$ cat src/rtl/axis_pkt_gen_pkg.sv
// Shared types and sizing helpers for the AXI-Stream packet generator.
package axis_pkt_gen_pkg;

  typedef enum logic [1:0] {
    IDLE     = 2'd0,
    ACTIVE   = 2'd1,
    GAP      = 2'd2,
    WAIT_END = 2'd3
  } pkt_state_e;

  // Widest size/keep the helpers handle; callers cast down to their widths.
  localparam int LEN_MAX  = 32;
  localparam int KEEP_MAX = 16;

  // ceil(size / 2**lg_bpb), one bit wider than any LEN_W so it cannot overflow.
  function automatic logic [LEN_MAX:0] pkt_beats(input logic [LEN_MAX:0] size,
                                                 input int unsigned      lg_bpb);
    logic [LEN_MAX:0] mask;
    mask = ~({(LEN_MAX+1){1'b1}} << lg_bpb);
    return (size + mask) >> lg_bpb;
  endfunction

  // Keep mask of the final beat: low (size mod bpb) bytes, or all bytes when even.
  function automatic logic [KEEP_MAX-1:0] pkt_last_keep(input logic [LEN_MAX:0] size,
                                                        input int unsigned      lg_bpb);
    logic [LEN_MAX:0]  mask;
    logic [LEN_MAX:0]  rem;
    logic [KEEP_MAX:0] full;
    logic [KEEP_MAX:0] part;
    mask = ~({(LEN_MAX+1){1'b1}} << lg_bpb);
    rem  = size & mask;
    full = ~({(KEEP_MAX+1){1'b1}} << (1 << lg_bpb));
    part = ~({(KEEP_MAX+1){1'b1}} << rem);
    return (rem == '0) ? full[KEEP_MAX-1:0] : part[KEEP_MAX-1:0];
  endfunction

endpackage

$ cat src/rtl/axis_pkt_gen_if.sv
// AXI-Stream master/slave bundle used by the packet generator.
interface axis_pkt_gen_if #(
  parameter int DATA_W = 32
);
  import axis_pkt_gen_pkg::*;

  logic                  tvalid;
  logic                  tready;
  logic [DATA_W-1:0]     tdata;
  logic [DATA_W/8-1:0]   tkeep;
  logic                  tlast;

  modport master (output tvalid, tdata, tkeep, tlast, input  tready);
  modport slave  (input  tvalid, tdata, tkeep, tlast, output tready);
endinterface

$ cat src/rtl/axis_pkt_gen_len.sv
// Packet length latch: captures PacketSize at packet start and provides the
// beat count and last-beat keep mask. On the load cycle the fresh values are
// passed straight through so the first beat's tlast/tkeep can be registered
// at the same edge the size is captured.
module axis_pkt_gen_len
  import axis_pkt_gen_pkg::*;
#(
  parameter int DATA_W = 32,
  parameter int LEN_W  = 16
) (
  input  logic                clk,
  input  logic                rst,
  input  logic                load,
  input  logic [LEN_W-1:0]    size_in,
  output logic [LEN_W:0]      beats,
  output logic [DATA_W/8-1:0] keep_last
);
  localparam int          KEEP_W = DATA_W / 8;
  localparam int unsigned LG_BPB = $clog2(KEEP_W);

  logic [LEN_MAX:0]    size_ext;
  logic [LEN_W:0]      beats_new, beats_d, beats_q;
  logic [KEEP_W-1:0]   keep_new, keep_d, keep_q;

  // Clamp zero-length requests to one byte, then size the packet.
  always_comb begin
    size_ext = (LEN_MAX+1)'(size_in);
    if (size_in == '0) size_ext = (LEN_MAX+1)'(1);
    beats_new = (LEN_W+1)'(pkt_beats(size_ext, LG_BPB));
    keep_new  = KEEP_W'(pkt_last_keep(size_ext, LG_BPB));
    beats_d   = load ? beats_new : beats_q;
    keep_d    = load ? keep_new  : keep_q;
    beats     = beats_d;
    keep_last = keep_d;
  end

  // Hold the latched sizing for the rest of the packet.
  always_ff @(posedge clk) begin
    if (rst) begin
      beats_q <= '0;
      keep_q  <= '0;
    end else begin
      beats_q <= beats_d;
      keep_q  <= keep_d;
    end
  end
endmodule

$ cat src/rtl/axis_pkt_gen.sv
// AXI-Stream packet generator. Emits back-to-back packets of PacketSize bytes
// whose payload is a free-running 32-bit beat counter. Optional inter-packet
// gap is compiled in with AXIS_PKT_GEN_GAP_EN; without it PacketGap is ignored.
module axis_pkt_gen
  import axis_pkt_gen_pkg::*;
#(
  parameter int DATA_W = 32,
  parameter int LEN_W  = 16,
  parameter int GAP_W  = 8
) (
  input  logic                 Clk,
  input  logic                 Reset,
  input  logic                 En,
  input  logic [LEN_W-1:0]     PacketSize,
  input  logic [GAP_W-1:0]     PacketGap,
  axis_pkt_gen_if.master       M_AXIS,
  output logic [31:0]          PacketCount,
  output logic                 Busy
);
  localparam int KEEP_W = DATA_W / 8;

  pkt_state_e        state_d, state_q;
  logic              tvalid_d, tvalid_q;
  logic              tlast_d, tlast_q;
  logic [KEEP_W-1:0] tkeep_d, tkeep_q;
  logic [LEN_W:0]    beat_d, beat_q;
  logic [31:0]       gcnt_d, gcnt_q;
  logic [31:0]       pcnt_d, pcnt_q;
  logic              load;
  logic              xfer, last_xfer;
  logic [LEN_W:0]    beats;
  logic [KEEP_W-1:0] keep_last;
`ifdef AXIS_PKT_GEN_GAP_EN
  logic [GAP_W-1:0]  gap_d, gap_q;
`else
  logic              unused_gap;
  assign unused_gap = ^PacketGap;
`endif

  axis_pkt_gen_len #(.DATA_W(DATA_W), .LEN_W(LEN_W)) u_len (
    .clk       (Clk),
    .rst       (Reset),
    .load      (load),
    .size_in   (PacketSize),
    .beats     (beats),
    .keep_last (keep_last)
  );

  assign xfer      = tvalid_q & M_AXIS.tready;
  assign last_xfer = xfer & tlast_q;

  // Next state, beat sequencing and registered AXIS outputs.
  always_comb begin
    state_d  = state_q;
    tlast_d  = tlast_q;
    tkeep_d  = tkeep_q;
    beat_d   = beat_q;
    gcnt_d   = gcnt_q + 32'(xfer);
    pcnt_d   = pcnt_q + 32'(last_xfer);
    load     = 1'b0;
`ifdef AXIS_PKT_GEN_GAP_EN
    gap_d    = gap_q;
`endif
    case (state_q)
      IDLE: if (En) begin
        state_d = ACTIVE;
        load    = 1'b1;
      end
      ACTIVE: begin
        if (last_xfer) begin
`ifdef AXIS_PKT_GEN_GAP_EN
          if (PacketGap != '0) begin
            state_d = GAP;
            gap_d   = PacketGap;
          end else
`endif
          if (En) begin
            state_d = ACTIVE;
            load    = 1'b1;
          end else begin
            state_d = IDLE;
          end
        end else if (!En) begin
          state_d = WAIT_END;
        end
      end
      WAIT_END: if (last_xfer) state_d = IDLE;
`ifdef AXIS_PKT_GEN_GAP_EN
      GAP: begin
        if (gap_q == GAP_W'(1)) begin
          gap_d = '0;
          if (En) begin
            state_d = ACTIVE;
            load    = 1'b1;
          end else begin
            state_d = IDLE;
          end
        end else begin
          gap_d = gap_q - GAP_W'(1);
        end
      end
`endif
      default: state_d = IDLE;
    endcase

    // A new packet wins over the clear from the previous packet's last beat.
    if (load) begin
      beat_d  = '0;
      tlast_d = (beats == (LEN_W+1)'(1));
      tkeep_d = tlast_d ? keep_last : '1;
    end else if (last_xfer) begin
      beat_d  = '0;
      tlast_d = 1'b0;
      tkeep_d = '0;
    end else if (xfer) begin
      beat_d  = beat_q + (LEN_W+1)'(1);
      tlast_d = (beat_d == beats - (LEN_W+1)'(1));
      tkeep_d = tlast_d ? keep_last : '1;
    end

    tvalid_d = (state_d == ACTIVE) || (state_d == WAIT_END);
  end

  // State and output registers; reset abandons any packet in flight.
  always_ff @(posedge Clk) begin
    if (Reset) begin
      state_q  <= IDLE;
      tvalid_q <= 1'b0;
      tlast_q  <= 1'b0;
      tkeep_q  <= '0;
      beat_q   <= '0;
      gcnt_q   <= '0;
      pcnt_q   <= '0;
`ifdef AXIS_PKT_GEN_GAP_EN
      gap_q    <= '0;
`endif
    end else begin
      state_q  <= state_d;
      tvalid_q <= tvalid_d;
      tlast_q  <= tlast_d;
      tkeep_q  <= tkeep_d;
      beat_q   <= beat_d;
      gcnt_q   <= gcnt_d;
      pcnt_q   <= pcnt_d;
`ifdef AXIS_PKT_GEN_GAP_EN
      gap_q    <= gap_d;
`endif
    end
  end

  assign M_AXIS.tvalid = tvalid_q;
  assign M_AXIS.tdata  = DATA_W'(gcnt_q);
  assign M_AXIS.tkeep  = tkeep_q;
  assign M_AXIS.tlast  = tlast_q;
  assign PacketCount   = pcnt_q;
  assign Busy          = (state_q != IDLE);
endmodule

$ cat src/flat_wrapper.sv
// flat-port wrapper written by rule: the top's interface ports become plain ports
module axis_pkt_gen_flat import axis_pkt_gen_pkg::*;
#(
  parameter int DATA_W = 32,
  parameter int LEN_W  = 16,
  parameter int GAP_W  = 8
)
  (Clk, Reset, En, PacketSize, PacketGap, PacketCount, Busy, M_AXIS_tvalid, M_AXIS_tdata, M_AXIS_tkeep, M_AXIS_tlast, M_AXIS_tready);
  axis_pkt_gen_if #(.DATA_W(DATA_W)) M_AXIS_i ();
  input  logic Clk;
  input  logic Reset;
  input  logic En;
  input  logic [LEN_W-1:0] PacketSize;
  input  logic [GAP_W-1:0] PacketGap;
  output logic [31:0] PacketCount;
  output logic Busy;
  output wire logic [$bits(M_AXIS_i.tvalid)-1:0] M_AXIS_tvalid;
  output wire logic [$bits(M_AXIS_i.tdata)-1:0] M_AXIS_tdata;
  output wire logic [$bits(M_AXIS_i.tkeep)-1:0] M_AXIS_tkeep;
  output wire logic [$bits(M_AXIS_i.tlast)-1:0] M_AXIS_tlast;
  input wire logic [$bits(M_AXIS_i.tready)-1:0] M_AXIS_tready;
  assign M_AXIS_tvalid = M_AXIS_i.tvalid;
  assign M_AXIS_tdata = M_AXIS_i.tdata;
  assign M_AXIS_tkeep = M_AXIS_i.tkeep;
  assign M_AXIS_tlast = M_AXIS_i.tlast;
  assign M_AXIS_i.tready = M_AXIS_tready;
  axis_pkt_gen #(.DATA_W(DATA_W), .LEN_W(LEN_W), .GAP_W(GAP_W)) u_core (.Clk(Clk), .Reset(Reset), .En(En), .PacketSize(PacketSize), .PacketGap(PacketGap), .M_AXIS(M_AXIS_i), .PacketCount(PacketCount), .Busy(Busy));
endmodule
$ cat config.mk
export PLATFORM = sky130hd
export DESIGN_NAME = axis_pkt_gen_flat
export DESIGN_NICKNAME = d
export VERILOG_FILES = /design/src/rtl/axis_pkt_gen_pkg.sv /design/src/rtl/axis_pkt_gen_if.sv /design/src/rtl/axis_pkt_gen_len.sv /design/src/rtl/axis_pkt_gen.sv /design/src/flat_wrapper.sv
export SDC_FILE = /design/constraint.sdc
export NUM_CORES = 1
export LEC_CHECK = 0
export CAP_MARGIN = 15
export CELL_PAD_IN_SITES_DETAIL_PLACEMENT = 1
export CELL_PAD_IN_SITES_GLOBAL_PLACEMENT = 2
export CORE_AREA = 3 3 135 137
export CTS_CLUSTER_SIZE = 28
export DETAILED_ROUTE_END_ITERATION = 6
export DIE_AREA = 0 0 138 140
export PLACE_DENSITY = 0.81
export SYNTH_ARGS = -nofsm -noshare
export SYNTH_HDL_FRONTEND = slang
export SYNTH_SLANG_ARGS = --single-unit
$ cat constraint.sdc
create_clock -name Clk -period 7.7 [get_ports Clk]
set_clock_uncertainty 0.1 [all_clocks]
set_input_delay 1.54 -clock Clk [delete_from_list [all_inputs] [get_ports Clk]]
set_output_delay 1.54 -clock Clk [all_outputs]
set_load 0.05 [all_outputs]
==> qor.txt <==
F_max = 161 MHz
Via density = 5.22
Total Routing Usage GR = 0.174
Htree depth = 3
Initial antenna violation count = 0
Pin count of the biggest net entering global routing = 50
Number of synthesized flops with an enable pin = 0
VDD IR-drop max = 0.111 mV
Cell variety after synth = 60
Port Buf Inserts = 90
1st-iter DRT viols = 202
Boundary Pins = 99
ANT nets after route = 0
Flops & latches, synth = 109
Fin. Hold Viols = 0
Outcome = finished, final reports clean
Crit Reg-Reg Endpoint = u_core.M_AXIS.tkeep[3]
CP Cell Sequence = clkdlybuf4s50_1 -> nor4_1 -> a41o_1 -> inv_1 -> ha_1 -> nand4b_2 -> or3_1 -> xor2_1 -> o21ai_1 -> nor3_1 -> and2_1 -> a31oi_1 -> or4_4 -> a2111oi_4 -> a311oi_1
Hold Startpoint = u_core.u_len.keep_q[2]
Hold EP = u_core.u_len.keep_q[2]
GRT Residual Overflow = 0
Syn Area/Cell = 8.24 sq um
Critical path endpoint category = register
Crit Path Max Fanout = 7
Cells on worst reg2reg path = 14
First-pass DRT Iterations = 4
Syn nets = 739
Cts hold-fix bufs = 0
Vias in the first global route = 5567
Reg clk slew, reported paths = 0.07 ns
Worst path slowest cell = nor3_1
CP startpoint kind = primary input
Post-CTS Setup Repair Bufs = 0
Worst path buffer plus inverter count = 2
Worst min path class = register to register
DIE AREA = 19300 sq um
TritonCTS Buffers = 9
Pwr Density = 172 nW/um^2
Final Cycle Share = 0.809
Cell Area, Synth = 5780 sq um
Clock Path Buffers = 2
Gp weighted congestion = 0.798
RSZ-0062 raised after global routing = no
Sum Neg Setup Slack = 0 ns
Final wirelength = 16700 um
R2R Path Start = u_core.state_q[0]
Worst slew margin = 0.462
Max-slew violation count = 0
Core area = 17200 sq um
Hold_ws = 0.367 ns
Global-route wire length before repair = 28200 um
Cells after Synth = 702
Layout cell share with drive strength beyond 1 = 0.0436
CP delay by family, top = simple AND/OR/NAND/NOR gates
Wire length per cell = 16.7 um
Min Tclk post-route = 6.23 ns
N_diodes = 0
Required time of the worst setup path = 7.81 ns
CTS tree = done
Initial core utilization = 0.337
Seq/Total Area, Yosys = 0.377
Slowest stage delay, CP = 0.56 ns
Synth warn = 0
Net count, final = 812
Worst Max-Slew Pin Slew = 0.807 ns
# DRC = 0
Lkg Pwr = 2.53 nW
Main flop type after synthesis = dfxtp_1
P&R area growth vs syn = 23.7%
Hpwl dp = 12300 um
Crit path kind = primary input to register
CTS resizes = 0
Critical Path AT = 6.34 ns
Post-synth ARST share = 0
MaxCap Viol Count = 0
# rows = 48
Hold path depth = 2
Final setup fails = 0
Clock latency on the worst-skew pair = 0.35 ns
FF-to-FF setup slack = 3.09 ns
Via count = 5237
CTS Root Cell = clkbuf_16
Clock sink total = 109
Vert. Die Dim = 140 um
Die width = 138 um
-- metal layers --
layer | vias to the layer above | track usage | part of all wire
li1 | 2561 | - | -
met1 | 2578 | 0.212 | 0.45
met2 | 81 | 0.303 | 0.48
met3 | 17 | 0.0495 | 0.051
met4 | 0 | 0.0468 | 0.011
met5 | - | 0 | 0
-- state kept, by name, summed over array words and instances (netlist names) --
register / cells
u_core.u_len.keep_q: 4
u_core.beat_q: 17
u_core.state_q: 2
u_core.M_AXIS.tkeep: 4
u_core.u_len.beats_q: 17
u_core.PacketCount: 32
u_core.M_AXIS.tlast: 1
u_core.M_AXIS.tdata: 32
-- cells by family (layout without fill, tap and decap cells) --
| kind of cell | Yosys count | after routing | share of synthesized area |
|---|---|---|---|
| AOI/OAI and AO/OA | 94 | 94 | 0.110 |
| xor gates and xnor gates | 109 | 109 | 0.165 |
| adders and majority gates | 9 | 9 | 0.0195 |
| buffers and inverters | 48 | 125 | 0.0329 |
| DFF | 109 | 109 | 0.377 |
| muxes | 2 | 2 | 0.00346 |
| and+or+nand+nor | 331 | 331 | 0.292 |
-- where the power goes --
part	total (mW)	internal, mW	switching [mW]
Sequential	0.581	0.574	0.00642
Combinational	0.170	0.0620	0.108
Clock	0.480	0.254	0.226
Total	1.23	0.890	0.341
-- tightest hold or removal path: cells and delay by family (launching register included) --
| family | cells | cell delay, ns |
|---|---|---|
| and+or+nand+nor | 1 | 0.05 |
| AOI/OAI and AO/OA | 1 | 0.05 |
| DFF | 1 | 0.32 |
-- metrics by stage --
stage | total power, mW | area [sq um] | util | std cells | worst slack, ns
after global placement | 0.759 | 6860 | 0.399 | 989 | 1.22
after detailed placement | 0.765 | 6860 | 0.399 | 989 | 1.13
final | 1.23 | 7160 | 0.417 | 1004 | 1.47
after CTS | 1.25 | 7160 | 0.417 | 1004 | 1.48
after global routing | 1.29 | 7160 | 0.417 | 1004 | 1.03
after floorplan | 0.709 | 5780 | - | 702 | 2.44
-- worst max-delay path by stage --
stage	start	end	slack, ns	depth (start not counted)
3_5_place_dp	PacketSize[10]	u_core.M_AXIS.tkeep[3]	1.13	18
3_3_place_gp	PacketSize[6]	u_core.M_AXIS.tkeep[3]	1.22	18
5_1_grt	PacketSize[10]	u_core.M_AXIS.tkeep[3]	1.03	18
4_1_cts	PacketSize[10]	u_core.M_AXIS.tkeep[3]	1.48	18
2_1_floorplan	PacketSize[3]	u_core.M_AXIS.tkeep[3]	2.44	19
6_report	PacketSize[10]	u_core.M_AXIS.tkeep[3]	1.47	15
-- cell usage after synthesis, types with 3 or more instances --
cell,n,share of area
nand3_1,42,0.036
nand2b_1,8,0.0087
xnor2_1,47,0.071
a21oi_1,34,0.029
inv_1,16,0.010
nand4_1,20,0.022
clkbuf_1,22,0.014
ha_1,9,0.019
a311oi_1,3,0.0045
nor2b_1,12,0.013
nor2_1,96,0.062
xor2_1,62,0.094
or2_2,4,0.0043
and4_1,6,0.0091
nor3_1,14,0.012
nor4_1,9,0.0097
dfxtp_1,109,0.38
and3_1,22,0.024
nand2_1,56,0.036
a31oi_1,4,0.0043
buf_2,8,0.0069
and2_1,11,0.012
or3_1,19,0.021
o21ai_0,24,0.021
-- layout by cell type, fill, tap and decap left out, types with 2 or more instances in the layout --
cell type / synthesis / layout
a21o_1: 2 / 2
a21oi_1: 34 / 34
a311oi_1: 3 / 3
a31oi_1: 4 / 4
a41o_1: 2 / 2
and2_1: 11 / 11
and3_1: 22 / 22
and4_1: 6 / 6
buf_4: 0 / 4
clkbuf_16: 0 / 9
clkdlybuf4s50_1: 0 / 89
dfxtp_1: 109 / 109
ha_1: 9 / 9
inv_1: 16 / 16
inv_6: 0 / 3
mux2i_1: 2 / 2
nand2_1: 56 / 56
nand2b_1: 8 / 8
nand3_1: 42 / 42
nand4_1: 20 / 20
nor2_1: 96 / 96
nor2b_1: 12 / 12
nor3_1: 14 / 14
nor4_1: 9 / 9
nor4b_1: 2 / 2
o211ai_1: 2 / 2
o21a_1: 2 / 2
o21ai_0: 24 / 24
o21ai_1: 2 / 2
o31a_1: 2 / 2
or2_2: 4 / 4
or3_1: 19 / 19
xnor2_1: 47 / 47
xor2_1: 62 / 62
-- final cells by class --
cell class / count / area [sq um]
fill: 2092 / 10000
clock inverter: 6 / 68.8
timing repair buffer: 94 / 926
sequential: 109 / 2180
tap: 225 / 282
clock buffer: 9 / 225
multi-input combinational: 545 / 3410
inverter: 16 / 60.1
(Power assumes the default switching activity.)
==> patch 1 (same settings) <==
Add a define of `AXIS_PKT_GEN_GAP_EN`.
--- a/src/rtl/axis_pkt_gen.sv
+++ b/src/rtl/axis_pkt_gen.sv
@@ -1,6 +1,8 @@
 // AXI-Stream packet generator. Emits back-to-back packets of PacketSize bytes
 // whose payload is a free-running 32-bit beat counter. Optional inter-packet
 // gap is compiled in with AXIS_PKT_GEN_GAP_EN; without it PacketGap is ignored.
+`define AXIS_PKT_GEN_GAP_EN
+
 module axis_pkt_gen
   import axis_pkt_gen_pkg::*;
 #(
Formal check against the unedited RTL: not equivalent (a bounded check fails within 4 cycles, from zero or initial values and one cycle with Reset high).
==> patch 1 against the original RTL <==
  * Total power is 44% higher
  * Critical path depth stayed put
  * Worst setup slack better by 0.29 ns
  * Sequential cell count is 9 higher
  * Area after synthesis is 17% higher
  * Design area is 19% higher
  * Register-to-register slack better by 0.42 ns
  * Routed wire length is 18% higher
  * Sequential share of layout area is 2.8 points lower
  * Largest cell class unchanged
  * Critical path type unchanged
==> patch 1: results (changes against the original RTL) <==
* First-pass GRT wire length at 32700 um (+16%)
* LEAKAGE at 3.08 nW (+22%)
* Crit Path Max Fanout at 9 (+2)
* DP Wirelength at 14800 um (+20%)
* Clock Latency Late Sink at 0.42 ns (+0.07 ns)
* Setup WS pre-CTS at 1.36 ns (+0.233 ns)
* Largest net degree at the start of global routing at 71 (+42%)
* Hold EP: u_core.u_len.keep_q[3]
* Post-Syn Nets at 883 (+19%)
* Antenna fix cells at 0 (unchanged)
* Number of buffers created by CTS at 17 (+8)
* H-tree depth at 4 (+1)
* Worst reg2reg setup slack at 3.51 ns (+0.42 ns)
* Routability-driven placement congestion ratio at 0.883 (+11%)
* F_max at 0.168 GHz (+4.8%)
* Total track usage at 20.4% (+3.0 points)
* Critical Path Slowest Stage Cell: or4_1
* Share of cells above drive strength 1 at 6.44% (+2.1 points)
* Root Driver: clkbuf_16
* Initial DRC count at 243 (+20%)
* Post-synthesis sequential area ratio at 34.8% (-2.9 points)
* I/O Buffers at 98 (+8.9%)
* Main flop type after synthesis: dfxtp_1
* Beginning of the worst hold path: u_core.u_len.keep_q[3]
* Area contributors post-synth: dfxtp_1 (35%), xor2_1 (8.4%), xnor2_1 (7.6%)
* Slowest Stage Delay on Critical Path at 0.57 ns
* Worst EP arrival at 6.09 ns (-0.25 ns)
* Worst r2r src: u_core.M_AXIS.tvalid
* Clock Path Buffers at 2 (unchanged)
* Maximum vdd drop at 0.172 mV (+55%)
* Placed inst area at 0.00789 mm2 (+15%)
* Per-cell routed wire length at 17.2 um (+2.9%)
* List of most frequent post-synthesis cells: nor2_1 (132), dfxtp_1 (118), nand2_1 (71), xor2_1 (65), xnor2_1 (59)
* Mapped Avg Cell Area at 8.10 um2 (-1.8%)
* CTS resizes at 0 (unchanged)
* Vias per cell at 5.37 (+2.9%)
* R2r worst-path depth at 16 (+2)
* Nets at 964 (+19%)
* Async SR Flop Fraction at 0% (unchanged)
* Critical path origin: PacketSize[12]
* Run status: finished, final reports clean
* Vias in the first global route at 6465 (+16%)
* Worst slew margin at 38.0% (-8.2 points)
* Via count at 6202 (+18%)
* Cells after DPL at 1125 (+14%)
* Worst-path clk slew at 0.05 ns (-0.02 ns)
* WHS at 0.373 ns (+0.00589 ns)
* Reg2reg end: u_core.M_AXIS.tkeep[0]
* GRT overflow at 0 (unchanged)
* Synth unique cells at 75 (+25%)
-- patch 1: cell types whose count changed in the layout (fill, tap and decap cells not counted), sizes merged, moves of 9 or more --
cell    before  now
nor2        96  133
nand2       56   73
nor3        14   27
xnor2       47   59
clkbuf       9   19
dfxtp      109  118
mux2i        2   11
-- patch 1: layout make-up --
| type | count | area, um2 |
|---|---|---|
| Clock buffer | 19 | 453 |
| Tap cell | 225 | 282 |
| Timing Repair Buffer | 102 | 1010 |
| Multi-Input combinational cell | 655 | 4150 |
| Fill cell | 2080 | 8650 |
| Sequential cell | 118 | 2360 |
| Clock inverter | 12 | 175 |
| Inverter | 25 | 96.3 |
-- patch 1: critical path: cells and delay by family --
family	cells	cell delay, ns
and+or+nand+nor	5	2.01
xor gates and xnor gates	1	0.13
muxes	1	0.33
buffers and inverters	1	0.54
AOI/OAI and AO/OA	6	1.16
adders and majority gates	1	0.35
-- patch 1: routing by layer --
layer  up-vias  part of all wire (%)  wire length (um)  track usage (%)
li1       3064                     -                 -                -
met1      3015                    45              8870             25.2
met2       100                    50             10000             36.0
met3        23                   3.5               692             4.23
met4         0                   1.3               257             5.77
met5         -                     0                 0                0
-- patch 1: cell families after synthesis --
| family | Yosys count | synth area share (%) |
|---|---|---|
| muxes | 15 | 2.29 |
| DFF | 118 | 34.8 |
| xor gates and xnor gates | 124 | 16.0 |
| adders and majority gates | 17 | 3.14 |
| AOI/OAI and AO/OA | 111 | 10.9 |
| and+or+nand+nor | 388 | 28.6 |
| buffers and inverters | 65 | 4.19 |
-- patch 1: power breakdown --
| group | internal (mW) | leakage (nW) | switching, mW |
|---|---|---|---|
| logic | 0.102 | 1.81 | 0.164 |
| clock network | 0.557 | 0.313 | 0.297 |
| registers | 0.629 | 0.956 | 0.0181 |
| total | 1.29 | 3.08 | 0.479 |
==> patch 2 (config.mk and constraints unchanged) <==
Without the edit above. Register the output `PacketCount` once more; this adds one clock of latency there. The other outputs are not delayed to match.
--- a/src/rtl/axis_pkt_gen.sv
+++ b/src/rtl/axis_pkt_gen.sv
@@ -152,7 +152,9 @@
   assign M_AXIS.tdata  = DATA_W'(gcnt_q);
   assign M_AXIS.tkeep  = tkeep_q;
   assign M_AXIS.tlast  = tlast_q;
-  assign PacketCount   = pcnt_q;
+  always_ff @(posedge Clk) begin
+    PacketCount <= pcnt_q;
+  end
   assign Busy          = (state_q != IDLE);
 endmodule
 
Behaviour: not the same (a bounded check fails within 4 cycles, from zero or initial values and one cycle with Reset high).
==> patch 2 against the original RTL <==
  * Fmax is 4.8% higher
  * Critical path type unchanged
  * Area after synthesis up 15%
  * Design area rose by 17%
  * Worst setup slack gained 0.28 ns
  * Total power is 47% higher
  * Sequential cell count grew 32
  * Routed wire length grew 7.8%
==> patch 2: results (changes against the original RTL) <==
* Routability-driven placement congestion ratio at 0.816 (+2.3%)
* List of most frequent post-synthesis cells: dfxtp_1 (141), nor2_1 (101), nand2_1 (61), xnor2_1 (51), xor2_1 (47)
* Nets at 882 (+8.6%)
* Number of buffers created by CTS at 17 (+8)
* Initial antenna violation count at 0 (unchanged)
* Area contributors post-synth: dfxtp_1 (42%), xnor2_1 (6.7%), xor2_1 (6.2%)
* Maximum vdd drop at 0.152 mV (+37%)
* H-tree depth at 4 (+1)
* Complex-gate fraction of the synthesized area at 12.1% (+1.1 points)
* Post-synthesis sequential area ratio at 42.4% (+4.7 points)
* Setup bufs post-CTS at 0 (unchanged)
* Main flop type after synthesis: dfxtp_1
* Worst EP arrival at 6.14 ns (-0.20 ns)
* Crit Path Max Fanout at 13 (+6)
* First-pass GRT wire length at 30100 um (+6.7%)
* Share of cells above drive strength 1 at 6.99% (+2.6 points)
* CTS resizes at 0 (unchanged)
* Slowest Stage Delay on Critical Path at 0.65 ns (+0.09 ns)
* Adder-Cell Fraction of Synth Area at 1.69% (-0.25 points)
* Clock Path Buffers at 2 (unchanged)
* Clock Latency Late Sink at 0.42 ns (+0.07 ns)
* Synth unique cells at 66 (+10%)
* Critical Path Slowest Stage Cell: nor4_1
* Run status: finished, final reports clean
* Synth Warn # at 0 (unchanged)
* Root Driver: clkbuf_16
* Per-cell routed wire length at 16.7 um (about the same)
* Switching Power at 474 uW (+39%)
* Final setup violation count at 0 (unchanged)
* Hold WC Path Type: reg2reg
* Cells after DPL at 1051 (+6.3%)
* Async SR Flop Fraction at 0% (unchanged)
* Largest net degree at the start of global routing at 49 (-2.0%)
* First-pass iteration count of the detailed router at 6 (+2)
* DP Wirelength at 13400 um (+8.6%)
* Post-Synth XOR/XNOR Area at 12.9% (-3.6 points)
* Hold Crit Depth at 0 (-2)
* Slew @ Worst Pin at 0.959 ns (+0.152 ns)
* Initial DRC count at 204 (+0.99%)
* Post-Syn Nets at 801 (+8.4%)
* Syn Inst Count at 764 (+8.8%)
* I/O Buffers at 90 (unchanged)
* Via count at 5750 (+9.8%)
* Worst-path clk slew at 0.07 ns (about the same)
* Vias per cell at 5.31 (+1.8%)
* LEAKAGE at 2.86 nW (+13%)
* Total track usage at 18.8% (+1.4 points)
* Vias in the first global route at 5967 (+7.2%)
* Antenna fix cells at 0 (unchanged)
* R2r worst-path depth at 12 (-2)
* Mux contribution to synthesized area at 1.39% (+1.0 points)
patch 2: routing by layer:
layer  track usage, %  routed length (um)  vias up
met5                0                   0        -
met4             5.36                 235        0
met3             3.96                 497       20
met2             33.2                9070       84
met1             23.3                8250     2799
li1                 -                   -     2847
patch 2: cells by family after synthesis:
family	Yosys count
AOI/OAI and AO/OA	114
adders and majority gates	9
muxes	9
buffers and inverters	52
xor gates and xnor gates	98
and+or+nand+nor	341
DFF	141
patch 2: area by class of cell:
class / instances / area, um2
fillers: 1997 / 8830
multi-input cells: 571 / 3610
flip-flops and latches: 141 / 2820
repair buffers: 93 / 918
clock buffers: 18 / 439
well taps: 225 / 282
clock inverters: 14 / 201
inverters: 21 / 78.8
patch 2: final timing paths:
check	from	to	slack, ns
worst min-delay path	u_core.pcnt_q[19]	u_core.PacketCount[19]	0.25
worst max register to register	u_core.state_q[0]	u_core.M_AXIS.tkeep[3]	3.40
worst min register to register	u_core.pcnt_q[19]	u_core.PacketCount[19]	0.25
worst max-delay path	PacketSize[8]	u_core.M_AXIS.tkeep[3]	1.75
patch 2: metrics by stage:
stage	util, %	power (mW)	cell area, um2	setup WS, ns	hold WS (ns)
3_3_place_gp	44.9	0.936	7710	1.56	0.238
2_1_floorplan	-	0.886	6650	2.84	0.231
6_report	48.6	1.81	8350	1.75	0.253
4_1_cts	48.6	1.83	8350	1.78	0.255
3_5_place_dp	44.9	0.943	7710	1.45	0.245
5_1_grt	48.6	1.89	8350	1.35	0.264
patch 2: critical path: cells and delay by family:
kind	cells	cell delay, ns
buf+inv	1	0.55
xor+xnor	1	0.22
simple gates	4	1.79
compound gates	5	1.48
mux	1	0.25
fa+ha+maj	1	0.31
patch 2: power groups by stage:
stage | registers (mW) | clock network, mW | logic, mW
after global placement | 0.764 | 0 | 0.173
after floorplan | 0.774 | 0 | 0.112
after CTS | 0.748 | 0.905 | 0.180
after detailed placement | 0.765 | 0 | 0.179
after global routing | 0.749 | 0.943 | 0.197
final | 0.748 | 0.885 | 0.180
